File: config.mk
export PLATFORM = sky130hd
export DESIGN_NAME = wb_write_scheduler
export DESIGN_NICKNAME = d
export VERILOG_FILES = /design/src/rtl/wb_write_scheduler_pkg.sv /design/src/rtl/wb_write_scheduler_rr_pick2.sv /design/src/rtl/wb_write_scheduler.sv
export SDC_FILE = /design/constraint.sdc
export NUM_CORES = 1
export LEC_CHECK = 0
export BUFFER_PORTS_ARGS = -buffer_cell sky130_fd_sc_hd__buf_2
export CORE_MARGIN = 5
export CORE_UTILIZATION = 55
export CTS_BUF_LIST = sky130_fd_sc_hd__clkbuf_2 sky130_fd_sc_hd__clkbuf_4 sky130_fd_sc_hd__clkbuf_8
export DETAILED_ROUTE_END_ITERATION = 16
export MAX_ROUTING_LAYER = met4
export PLACE_DENSITY = 0.95
export SETUP_SLACK_MARGIN = 0.02
export SYNTH_ARGS = -nofsm -noshare
export SYNTH_HDL_FRONTEND = slang
export SYNTH_SLANG_ARGS = --single-unit
File: constraint.sdc
create_clock -name clk -period 6.5 [get_ports clk]
set_clock_uncertainty 0.1 [all_clocks]
set_input_delay 0.65 -clock clk [delete_from_list [all_inputs] [get_ports clk]]
set_output_delay 0.65 -clock clk [all_outputs]
set_load 0.05 [all_outputs]
File: src/rtl/wb_write_scheduler_pkg.sv
// Shared types and helpers for the write-back scheduler.
// Requester ids, widths and the one-hot destination decode.
package wb_write_scheduler_pkg;
    localparam int NREQ  = 3;
    localparam int DW    = 32;
    localparam int NREG  = 8;
    localparam int DESTW = 3;
    localparam int CNTW  = 16;

    localparam logic [1:0] REQ_ALU0 = 2'd0;
    localparam logic [1:0] REQ_ALU1 = 2'd1;
    localparam logic [1:0] REQ_LOAD = 2'd2;

    function automatic logic [NREG-1:0] dec3to8(input logic [DESTW-1:0] d);
        logic [NREG-1:0] oh;
        oh    = '0;
        oh[d] = 1'b1;
        return oh;
    endfunction

    function automatic logic [1:0] inc3(input logic [1:0] x);
        return (x == REQ_LOAD) ? REQ_ALU0 : x + 2'd1;
    endfunction
endpackage

File: src/rtl/wb_write_scheduler_rr_pick2.sv
// Combinational round-robin picker: grants the first two eligible
// requesters scanning from rr, and reports the rr that follows them.
module wb_rr_pick2
    import wb_write_scheduler_pkg::*;
(
    input  logic [2:0] elig_i,
    input  logic [1:0] rr_i,
    output logic       g0_v_o,
    output logic [1:0] g0_idx_o,
    output logic       g1_v_o,
    output logic [1:0] g1_idx_o,
    output logic [1:0] next_rr_o
);
    logic [1:0] cur;

    always_comb begin
        g0_v_o    = 1'b0;
        g0_idx_o  = 2'd0;
        g1_v_o    = 1'b0;
        g1_idx_o  = 2'd0;
        next_rr_o = rr_i;
        cur       = (rr_i == 2'd3) ? REQ_ALU0 : rr_i;
        for (int k = 0; k < NREQ; k++) begin
            if (elig_i[cur]) begin
                if (!g0_v_o) begin
                    g0_v_o    = 1'b1;
                    g0_idx_o  = cur;
                    next_rr_o = inc3(cur);
                end else if (!g1_v_o) begin
                    g1_v_o    = 1'b1;
                    g1_idx_o  = cur;
                    next_rr_o = inc3(cur);
                end
            end
            cur = inc3(cur);
        end
    end
endmodule

File: src/rtl/wb_write_scheduler.sv
// Write-back scheduler: masks same-register conflicts, allocates two
// register-file write ports round-robin and drops R0 writes.
module wb_write_scheduler
    import wb_write_scheduler_pkg::*;
(
    input  logic                 clk,
    input  logic                 reset,
    input  logic [NREQ-1:0]      req_valid,
    input  logic [NREQ*DESTW-1:0] req_dest,
    input  logic [NREQ*DW-1:0]   req_data,
    output logic [NREQ-1:0]      req_ready,
    output logic                 regWrite1,
    output logic [NREG-1:0]      decOut1,
    output logic [DW-1:0]        writeData1,
    output logic                 regWrite2,
    output logic [NREG-1:0]      decOut2,
    output logic [DW-1:0]        writeData2,
    output logic [NREG-1:0]      wr_busy,
    output logic [CNTW-1:0]      r0_drop_cnt
);
    logic [DESTW-1:0] dst [NREQ];
    logic [NREQ-1:0]  is_r0;
    logic [NREQ-1:0]  elig;
    logic [NREQ-1:0]  gnt;
    logic             blk;

    logic             g0_v, g1_v;
    logic [1:0]       g0_idx, g1_idx, next_rr;
    logic [1:0]       p1_idx, p2_idx;

    logic [1:0]       rr_q, rr_d;
    logic             rw1_q, rw1_d, rw2_q, rw2_d;
    logic [NREG-1:0]  dec1_q, dec1_d, dec2_q, dec2_d;
    logic [DW-1:0]    wd1_q, wd1_d, wd2_q, wd2_d;
    logic [NREG-1:0]  busy_q, busy_d;
    logic [CNTW-1:0]  cnt_q, cnt_d;
    logic [CNTW:0]    cnt_sum;
    logic [1:0]       r0_n;

    // Only the oldest valid writer of a given non-zero register competes.
    always_comb begin
        is_r0 = '0;
        elig  = '0;
        blk   = 1'b0;
        for (int i = 0; i < NREQ; i++) begin
            dst[i] = req_dest[DESTW*i +: DESTW];
        end
        for (int i = 0; i < NREQ; i++) begin
            blk = 1'b0;
            for (int j = 0; j < i; j++) begin
                if (req_valid[j] && dst[j] == dst[i]) blk = 1'b1;
            end
            is_r0[i] = req_valid[i] && dst[i] == '0;
            elig[i]  = req_valid[i] && dst[i] != '0 && !blk;
        end
    end

    wb_rr_pick2 u_pick (
        .elig_i    (elig),
        .rr_i      (rr_q),
        .g0_v_o    (g0_v),
        .g0_idx_o  (g0_idx),
        .g1_v_o    (g1_v),
        .g1_idx_o  (g1_idx),
        .next_rr_o (next_rr)
    );

    always_comb begin
        gnt = '0;
        for (int i = 0; i < NREQ; i++) begin
            gnt[i] = (g0_v && g0_idx == 2'(i)) || (g1_v && g1_idx == 2'(i));
        end
    end

    assign req_ready = {NREQ{reset}} & (is_r0 | gnt);

    // Port 1 always carries the lower requester index.
    always_comb begin
        p1_idx = g0_idx;
        p2_idx = g1_idx;
        if (g1_v && g1_idx < g0_idx) begin
            p1_idx = g1_idx;
            p2_idx = g0_idx;
        end
    end

    always_comb begin
        rw1_d  = g0_v;
        rw2_d  = g1_v;
        dec1_d = g0_v ? dec3to8(dst[p1_idx]) : '0;
        dec2_d = g1_v ? dec3to8(dst[p2_idx]) : '0;
        wd1_d  = g0_v ? req_data[DW*int'(p1_idx) +: DW] : wd1_q;
        wd2_d  = g1_v ? req_data[DW*int'(p2_idx) +: DW] : wd2_q;
        busy_d = dec1_d | dec2_d;
        rr_d   = g0_v ? next_rr : rr_q;
        r0_n   = 2'(is_r0[0]) + 2'(is_r0[1]) + 2'(is_r0[2]);
        cnt_sum = {1'b0, cnt_q} + (CNTW+1)'(r0_n);
        cnt_d  = cnt_sum[CNTW] ? '1 : cnt_sum[CNTW-1:0];
    end

    always_ff @(posedge clk) begin
        if (!reset) begin
            rr_q   <= '0;
            rw1_q  <= 1'b0;
            rw2_q  <= 1'b0;
            dec1_q <= '0;
            dec2_q <= '0;
            wd1_q  <= '0;
            wd2_q  <= '0;
            busy_q <= '0;
            cnt_q  <= '0;
        end else begin
            rr_q   <= rr_d;
            rw1_q  <= rw1_d;
            rw2_q  <= rw2_d;
            dec1_q <= dec1_d;
            dec2_q <= dec2_d;
            wd1_q  <= wd1_d;
            wd2_q  <= wd2_d;
            busy_q <= busy_d;
            cnt_q  <= cnt_d;
        end
    end

    assign regWrite1   = rw1_q;
    assign decOut1     = dec1_q;
    assign writeData1  = wd1_q;
    assign regWrite2   = rw2_q;
    assign decOut2     = dec2_q;
    assign writeData2  = wd2_q;
    assign wr_busy     = busy_q;
    assign r0_drop_cnt = cnt_q;
endmodule

-- Yosys cells after proc, flatten, opt, wreduce, memory -nomap -nowiden
Index checks and enable logic that the tools add are counted.
- register bits: 108
- input port bits: 110
- output and inout bits: 109
- logic and storage cells: 126
- add/sub/neg operators: 6
- magnitude comparators: 10
- equality and inequality tests: 11
- shift-type cells: 2
- mux-type cells: 50
- bitwise logic cells: 5
- reductions and logical operators: 33
- operator list (operator ; count):
    indexed part select 96 x 8 -> 32 bit ; 2
    two-way mux 2 bit ; 21
    logical AND 1 bit ; 20
    adder 16 x 2 -> 17 bit ; 1
    two-way mux 16 bit ; 1
    two-way mux 8 bit ; 2
    two-way mux 1 bit ; 15
    binary-select mux 3 bit (select 2 bit) ; 2
    == test 2 bit (second input constant) ; 6
    two-way mux 3 bit ; 4
    == test 3 bit ; 3
    logical NOT 3 bit ; 3
    < comparator 2 x 3 -> 1 bit (second input constant) ; 3
    nonzero test 3 bit ; 3
    < comparator 3 x 4 -> 1 bit (second input constant) ; 2
    OR 8 bit ; 1
    adder 2 x 1 -> 2 bit (second input constant) ; 3
    binary-select mux 1 bit (select 2 bit) ; 3
    demux 1 bit (select 3 bit) ; 2
    >= comparator 3 x 1 -> 1 bit (second input constant) ; 2
    >= comparator 3 bit (second input constant) ; 2
    NOT 2 -> 3 bit ; 2
    == test 2 x 1 -> 1 bit (second input constant) ; 2
    logical NOT 2 bit ; 2
    7 further kinds ; 10

-- Logic depth before layout (Yosys ltp)
Gate-level depths: netlist (run 1).
- word-level depth: 27
- mapped depth: 17
- gate-level depth less buffers: 14

-- Hierarchy
Synthesis (run 1) repeated with hierarchy kept, for this count alone.
- cell total of the unflattened synthesis: 758
- area, all modules: 6060.8 um^2
- modules (own cells, without submodules) (module ; instances ; cells each ; area each (um^2)):
    wb_write_scheduler ; 1 ; 706 ; 5671.7
    wb_rr_pick2 ; 1 ; 52 ; 389.1

-- Worst setup path after synthesis (run 1)
Ideal clock, no wire load.
- path kind: in2out
- start point: in req_dest[4]
- end point: out req_ready[0]
- data arrival time: 3061 ps
- data required time: 5750 ps
- path slack: 2689 ps
- stages on the path: 8
- buffers on the path: 1
- cell sequence: buf_4 -> xnor2_1 -> a41oi_4 -> a21oi_2 -> maj3_2 -> a222oi_1 -> nand3_1 -> a31oi_1
- longest elaborated chain between the ends: 18
- ends and longest elaborated chain (element ; line ; source):
    from (decl) ; wb_write_scheduler.sv:9 ; input logic [NREQ*DESTW-1:0] req_dest,
    == test 3 bit ; wb_write_scheduler.sv:51 ; if (req_valid[j] && dst[j] == dst[i]) blk = 1'b1;
    logical AND 1 bit ; wb_write_scheduler.sv:51 ;
    two-way mux 1 bit ; wb_write_scheduler.sv:51 ;
    logical NOT 1 bit ; wb_write_scheduler.sv:54 ; elig[i] = req_valid[i] && dst[i] != '0 && !blk;
    logical AND 1 bit ; wb_write_scheduler.sv:54 ;
    binary-select mux 1 bit (select 2 bit) ; wb_write_scheduler_rr_pick2.sv:24 ; if (elig_i[cur]) begin
    two-way mux 1 bit (not written as such) ; wb_write_scheduler_rr_pick2.sv:24 ;
    two-way mux 1 bit ; wb_write_scheduler_rr_pick2.sv:24 ;
    [... 2 more ...] ; - ;
    two-way mux 2 bit ; wb_write_scheduler_rr_pick2.sv:29 ; end else if (!g1_v_o) begin
    two-way mux 2 bit ; wb_write_scheduler_rr_pick2.sv:25 ; if (!g0_v_o) begin
    two-way mux 2 bit ; wb_write_scheduler_rr_pick2.sv:24 ;
    logical NOT 2 bit ; wb_write_scheduler.sv:71 ; gnt[i] = (g0_v && g0_idx == 2'(i)) || (g1_v && g1_idx == 2'(i));
    logical AND 1 bit ; wb_write_scheduler.sv:71 ;
    logical OR 1 bit (*) ; wb_write_scheduler.sv:71 ;
    OR 3 bit (*) ; wb_write_scheduler.sv:75 ; assign req_ready = {NREQ{reset}} & (is_r0 | gnt);
    AND 3 bit (*) ; wb_write_scheduler.sv:75 ;
    to (decl) ; wb_write_scheduler.sv:11 ; output logic [NREQ-1:0] req_ready,
Every way passes the cells marked *; elsewhere a longest branch is shown, timed or not. The select of a mux whose other input is x is not followed.

-- Final worst setup path (run 1)
- start point: reg rr_q[0]
- end point: reg wd2_q[16], in the netlist writeData2[16]
- longest elaborated chain between the ends: 14
- ends and longest elaborated chain (element ; line ; source):
    from (decl) ; wb_write_scheduler.sv:31 ; logic [1:0] rr_q, rr_d;
    from (signal assigned) ; wb_write_scheduler.sv:113 ; rr_q <= rr_d;
    == test 2 bit ; wb_write_scheduler_rr_pick2.sv:22 ; cur = (rr_i == 2'd3) ? REQ_ALU0 : rr_i;
    two-way mux 2 bit (*) ; wb_write_scheduler_rr_pick2.sv:22 ;
    branches (longest 12 deep; another with adder 2 x 1 -> 2 bit) ; - ;
    to (signal assigned) ; wb_write_scheduler.sv:119 ; wd2_q <= wd2_d;
    to (decl) ; wb_write_scheduler.sv:34 ; logic [DW-1:0] wd1_q, wd1_d, wd2_q, wd2_d;
Every way passes the cells marked *. The select of a mux whose other input is x is not followed.
A chain may end at the register's enable or synchronous reset.

==> flow_summary.toml, run 1 <==
[status]
status = "finished, final reports clean"

[sta]
relSlewSlack = 0.240
period_minus_slack_ps = 4410
hold_viol = 0
setup-tns-final_ps = 0
hold_ws_ps = 362
grt_setup_unrepaired = "false"
tightest_slew_ps = 1140
max_freq_ghz = 0.227
finalSetupViolCount = 0
slew_violations = 0
fin_crit_sh = 0.679

[final_layout]
ff_latch_area_um2 = 2160
syn_to_final_growth_pct = 21.5
layout_commonest_cell = "buf_2"
drive_gt1_frac = 0.302
final_cell_mix = "218 x buf_2, 108 x dfxtp_1, 98 x nor2_1"
n_antenna_cell = 0
nFillCells = 808
nets = 996
multiInputGateArea_um2 = 3400

[power]
p_per_area_nw_per_um2 = 496
p_leak_nw = 3.43
ir_worst_vdd_mv = 0.348

[logic_synthesis]
synth_compound_area_frac = 0.245
async_reset_ff_frac = 0
seq_area_frac_synth = 0.367
syn_area_um2 = 5880
synth_top_family_by_area = "compound AO/OA/AOI/OAI gates"
ys_ff_latch = 108
synth-warning-count = 0
synth.distinct_cells = 65
yosys.area_share.simple = 0.152
synthMuxAreaShare = 0.125
synthFlopType = "dfxtp_1"
syn_area_per_cell_um2 = 8.43
syn-instance-count = 698
synthXorXnorAreaFrac = 0.0283
synth_edf_count = 0
synthAdderAreaFrac = 0.0193

[clocking]
insertion_delay_ps = 360
cts_tree = "done"
clk_pin_slew_ps = 110
clock_path_buffers = 2
htree_levels = 3
cts_inserted_buffers = 9
cts_sinks = 108
post_cts_buffers = 0
post_cts_resized = 0
cts_hold_buf = 0
cts_root_buf = "clkbuf_8"

[die]
coreArea_um2 = 10400
top_level_ports = 219
dieWidth_um = 113
start_util = 0.567
die_height_um = 113
dieArea_um2 = 12900
rows = 37

[route]
antenna_left = 0
via_per_inst = 5.95
routed_wl_um = 18700
drc = 0
dr.first_iter.drc_count = 759
wl_per_cell_um = 18.4
first_pass_iters = 5
vias = 6064

[setup_path]
end_kind = "register"
critPathKind = "register to register"
critPathLaunchType = "register"
crit_required_ps = 6630
cp_max_fo = 23
r2r-start = "rr_q[0]"
arrival_ps = 4550
crit_start = "rr_q[0]"

[job]
drv_cap = 0

[worst_hold_path]
worstHoldStart = "writeData2[24]"
hp-class = "register to register"

[global_route]
grt_usage = 0.283
grt_pass1_wl_um = 28900
grt.overflow.total = 0
grt_max_degree = 65
grt_pass1_vias = 5729
antenna_found_initial = 0

[placed_design]
dp.final_hpwl_um = 14200
portBuffers = 218
place_congestion = 0.919
worst paths after layout:
check	end	slack, ps	cells past startpoint
worst max-delay path	writeData2[16]	2090	15
worst min-delay path	writeData2[24]	360	2
worst max register to register	writeData2[16]	2090	15
worst min register to register	writeData2[24]	360	2
area by class of cell:
class,count,share of cell area
Multi-Input combinational cell,521,0.476
Sequential cell,108,0.302
Timing Repair Buffer,227,0.162
Tap cell,136,0.0238
Clock buffer,9,0.0173
Clock inverter,7,0.0121
Inverter,12,0.00630
flip-flops by register name, indices dropped and copies added, names as in the netlist:
name / flops
regWrite2: 1
rr_q: 2
decOut1: 8
regWrite1: 1
writeData2: 32
wr_busy: 8
writeData1: 32
decOut2: 8
r0_drop_cnt: 16
metal layers:
layer  vias up  wire (um)  track usage
met4         0        711        0.113
met5         -          0            -
li1       2844          -            -
met2       364       9000        0.467
met1      2796       7330        0.336
met3        60       1680       0.0642
Yosys cell counts (all sizes together), types with 3 or more instances:
| master | n | area, um^2 |
|---|---|---|
| o31ai | 3 | 36.3 |
| nand4 | 4 | 25.0 |
| buf | 35 | 229 |
| or2 | 5 | 31.3 |
| a31oi | 4 | 25.0 |
| inv | 12 | 45.0 |
| mux2i | 72 | 733 |
| nand2b | 7 | 43.8 |
| nor2b | 3 | 18.8 |
| a22o | 33 | 289 |
| ha | 5 | 62.6 |
| nor3 | 8 | 55.1 |
| a41oi | 3 | 60.1 |
| nand2 | 47 | 176 |
| xnor2 | 15 | 131 |
| o22ai | 9 | 56.3 |
| a21oi | 100 | 512 |
| a21o | 3 | 22.5 |
| nor2 | 100 | 375 |
| and3 | 4 | 25.0 |
| dfxtp | 108 | 2160 |
| clkbuf | 24 | 93.8 |
| xor2 | 4 | 35.0 |
| and2 | 4 | 25.0 |
| o21ai | 43 | 215 |
| nand3 | 8 | 40.0 |
metrics by stage:
stage / power (W) / area (um^2) / instances / setup WS, ps / utilization
after detailed placement: 0.00312 / 6940 / 1004 / 1730 / 0.669
after global routing: 0.00373 / 7150 / 1020 / 1860 / 0.689
after CTS: 0.00355 / 7150 / 1020 / 2100 / 0.689
after floorplan: 0.00263 / 5890 / 700 / 2690 / -
after global placement: 0.00307 / 6940 / 1004 / 1970 / 0.669
final: 0.00355 / 7150 / 1020 / 2090 / 0.689
report_power, final:
part | internal [W] | total, W | switching (W)
logic | 0.000590 | 0.00213 | 0.00154
registers | 0.000880 | 0.000990 | 0.000110
clock network | 0.000185 | 0.000429 | 0.000245
total | 0.00165 | 0.00355 | 0.00189
worst max-delay path, stage by stage (launching register included):
cell and delay (ps):
dfxtp_1 380, inv_1 60, ha_1 690, a21oi_1 130, nor2_1 110, a31oi_1 50, nor3_2 440, ha_1 320
nor2_1 110, o21ai_1 170, a2bb2oi_4 770, buf_4 340, mux2i_1 210, nor2_1 70, a21oi_1 200, o21ai_0 110
cell families after synthesis:
logic type                 count (synthesis)
xor gates and xnor gates                  19
other                                      1
DFF                                      108
buffers and inverters                     71
adders and majority gates                  8
and+or+nand+nor                          198
muxes                                     72
AOI/OAI and AO/OA                        221
Power figures use the tool's default switching activity.
==> run 2: changes to the inputs <==
CORE_UTILIZATION = 46   (was 55)
PLACE_DENSITY = 0.85   (was 0.95)
clock period = 3.6 ns   (was 6.5 ns; I/O delays follow)
==> run 2 against run 1 <==
Against the previous run: final cell count increased by 6.6%; utilization shrank 9.1 points; clock power rose by 85%; via count is 1.6% lower; power rose by 84%; count of clock-buffer cells in the layout rose by 2; maximum frequency increased by 34%; register-to-register slack lost 1800 ps; critical endpoint is now writeData1[3]; largest power group unchanged.
==> flow_summary.toml, run 2 (synthesized netlist as in run 1, its figures left out) <==
[status]
status = "finished, final reports clean"

[setup_path]
reg2regPathDepth = 13
slowest_stage = "dfxtp_1"
end_kind = "register"
endpoint = "writeData1[3]"
path_common_cell = "inv_1"
max_stage_delay_ps = 380
critPathLaunchType = "register"
crit_required_ps = 3790
arrival_ps = 3470
cp_max_fo = 32
crit_start = "rr_q[0]"
cp_cell_sequence = "inv_1, ha_2, and3_1, nor4_4, inv_1, ha_1, nor2_1, o21ai_1, a2bb2oi_4, buf_12, mux2i_1, a21oi_1, a22o_1"
critPathKind = "register to register"
r2r-end = "writeData1[3]"
reg2reg_slack_ps = 310
r2r-start = "rr_q[0]"

[clocking]
cts_sinks = 108
cts_hold_buf = 0
clock_path_buffers = 2
cts_root_buf = "clkbuf_8"
cts_inserted_buffers = 9
cts_tree = "done"
clk_pin_slew_ps = 110
insertion_delay_ps = 380
htree_levels = 3

[sta]
max_freq_ghz = 0.304
relSlewSlack = 0.543
grt_setup_unrepaired = "false"
finalSetupViolCount = 0
hold_viol = 0
slew_violations = 0
setup-tns-final_ps = 0
tightest_slew_ps = 685
fin_crit_sh = 0.913
period_minus_slack_ps = 3290

[final_layout]
final_cell_mix = "218 x buf_2, 108 x dfxtp_1, 98 x nor2_1"
n_antenna_cell = 0
nFillCells = 1063
syn_to_final_growth_pct = 27.9
layout_commonest_cell = "buf_2"
final_area_um2 = 7520
drive_gt1_frac = 0.327
nets = 1027

[worst_hold_path]
worstHoldStart = "req_data[84]"
hp-class = "input port to register"

[route]
drc = 0
via_per_inst = 5.49
dr.first_iter.drc_count = 442
wl_per_cell_um = 16.5
antenna_left = 0
first_pass_iters = 5
routed_wl_um = 18000
vias = 5966

[die]
start_util = 0.468
dieArea_um2 = 15200
die_height_um = 123
coreArea_um2 = 12600
rows = 41
top_level_ports = 219
dieWidth_um = 123

[placed_design]
dp.final_hpwl_um = 13600
portBuffers = 218
dpl-instance-area_um2 = 7280
place_congestion = 0.877

[global_route]
grt_usage = 0.236
grt_pass1_vias = 5743
grt.overflow.total = 0
grt_max_degree = 50
antenna_found_initial = 0
grt_pass1_wl_um = 27800

[job]
drv_cap = 0

[power]
ir_worst_vdd_mv = 0.348
p_leak_nw = 3.62
p_per_area_nw_per_um2 = 869
run 2: changes by cell type in the layout (fill, tap and decap cells not counted):
cell / previous run / this run
clkbuf_8: 9 / 11
ha_2: 0 / 1
clkinv_4: 0 / 1
buf_12: 0 / 7
clkinv_8: 1 / 0
ha_1: 5 / 4
clkinvlp_4: 2 / 1
clkinv_2: 1 / 0
buf_4: 9 / 33
run 2: worst min path at each step:
stage               cells after the start             end
floorplan                               2         rr_q[0]
global placement                        2  writeData2[26]
detailed placement                      2  writeData2[27]
CTS                                     3  writeData2[10]
global route                            3  writeData2[23]
finish                                  3  writeData2[20]
run 2: stage by stage:
stage / hold WS, ps / power (W) / util / setup slack (ps) / cells
after global routing: 153 / 0.00689 / 0.599 / 101 / 1087
after global placement: 329 / 0.00568 / 0.579 / 240 / 1069
after floorplan: 389 / 0.00476 / - / 194 / 700
final: 158 / 0.00654 / 0.599 / 314 / 1087
after CTS: 134 / 0.00655 / 0.596 / 196 / 1085
after detailed placement: 338 / 0.00574 / 0.579 / 120 / 1069
run 2: worst max-delay path, delay by kind of cell (launching register included):
family / cells / cell delay (ps)
AO/OA/AOI/OAI: 4 / 760
adder cells (fa/ha/maj): 2 / 640
AND/OR/NAND/NOR: 3 / 620
buffers and inverters: 3 / 440
flip-flops: 1 / 380
multiplexers: 1 / 220
run 2: what timing repair did:
item,CTS,global route
setup endpoints to repair,0,32
buffers inserted,0,2
hold endpoints to repair,0,0
resized for setup,0,1
run 2: where the power goes:
part           switching, W  internal, W
Clock              0.000425     0.000368
Sequential         0.000185      0.00159
Combinational       0.00277      0.00121
run 2: routing by layer:
layer | global-route usage | part of all wire | vias to the layer above
met3 | 0.0599 | 0.090 | 35
met4 | 0.0858 | 0.023 | 0
met2 | 0.401 | 0.48 | 248
met5 | - | 0 | -
met1 | 0.269 | 0.40 | 2780
li1 | - | - | 2903
run 2: area by class of cell:
cell class / count / area, um^2 / share of cell area
clock buffer: 11 / 151 / 0.0201
clock inverter: 5 / 66.3 / 0.00881
sequential: 108 / 2160 / 0.287
multi-input combinational: 521 / 3410 / 0.453
inverter: 12 / 45.0 / 0.00599
tap: 172 / 215 / 0.0286
timing repair buffer: 258 / 1480 / 0.197
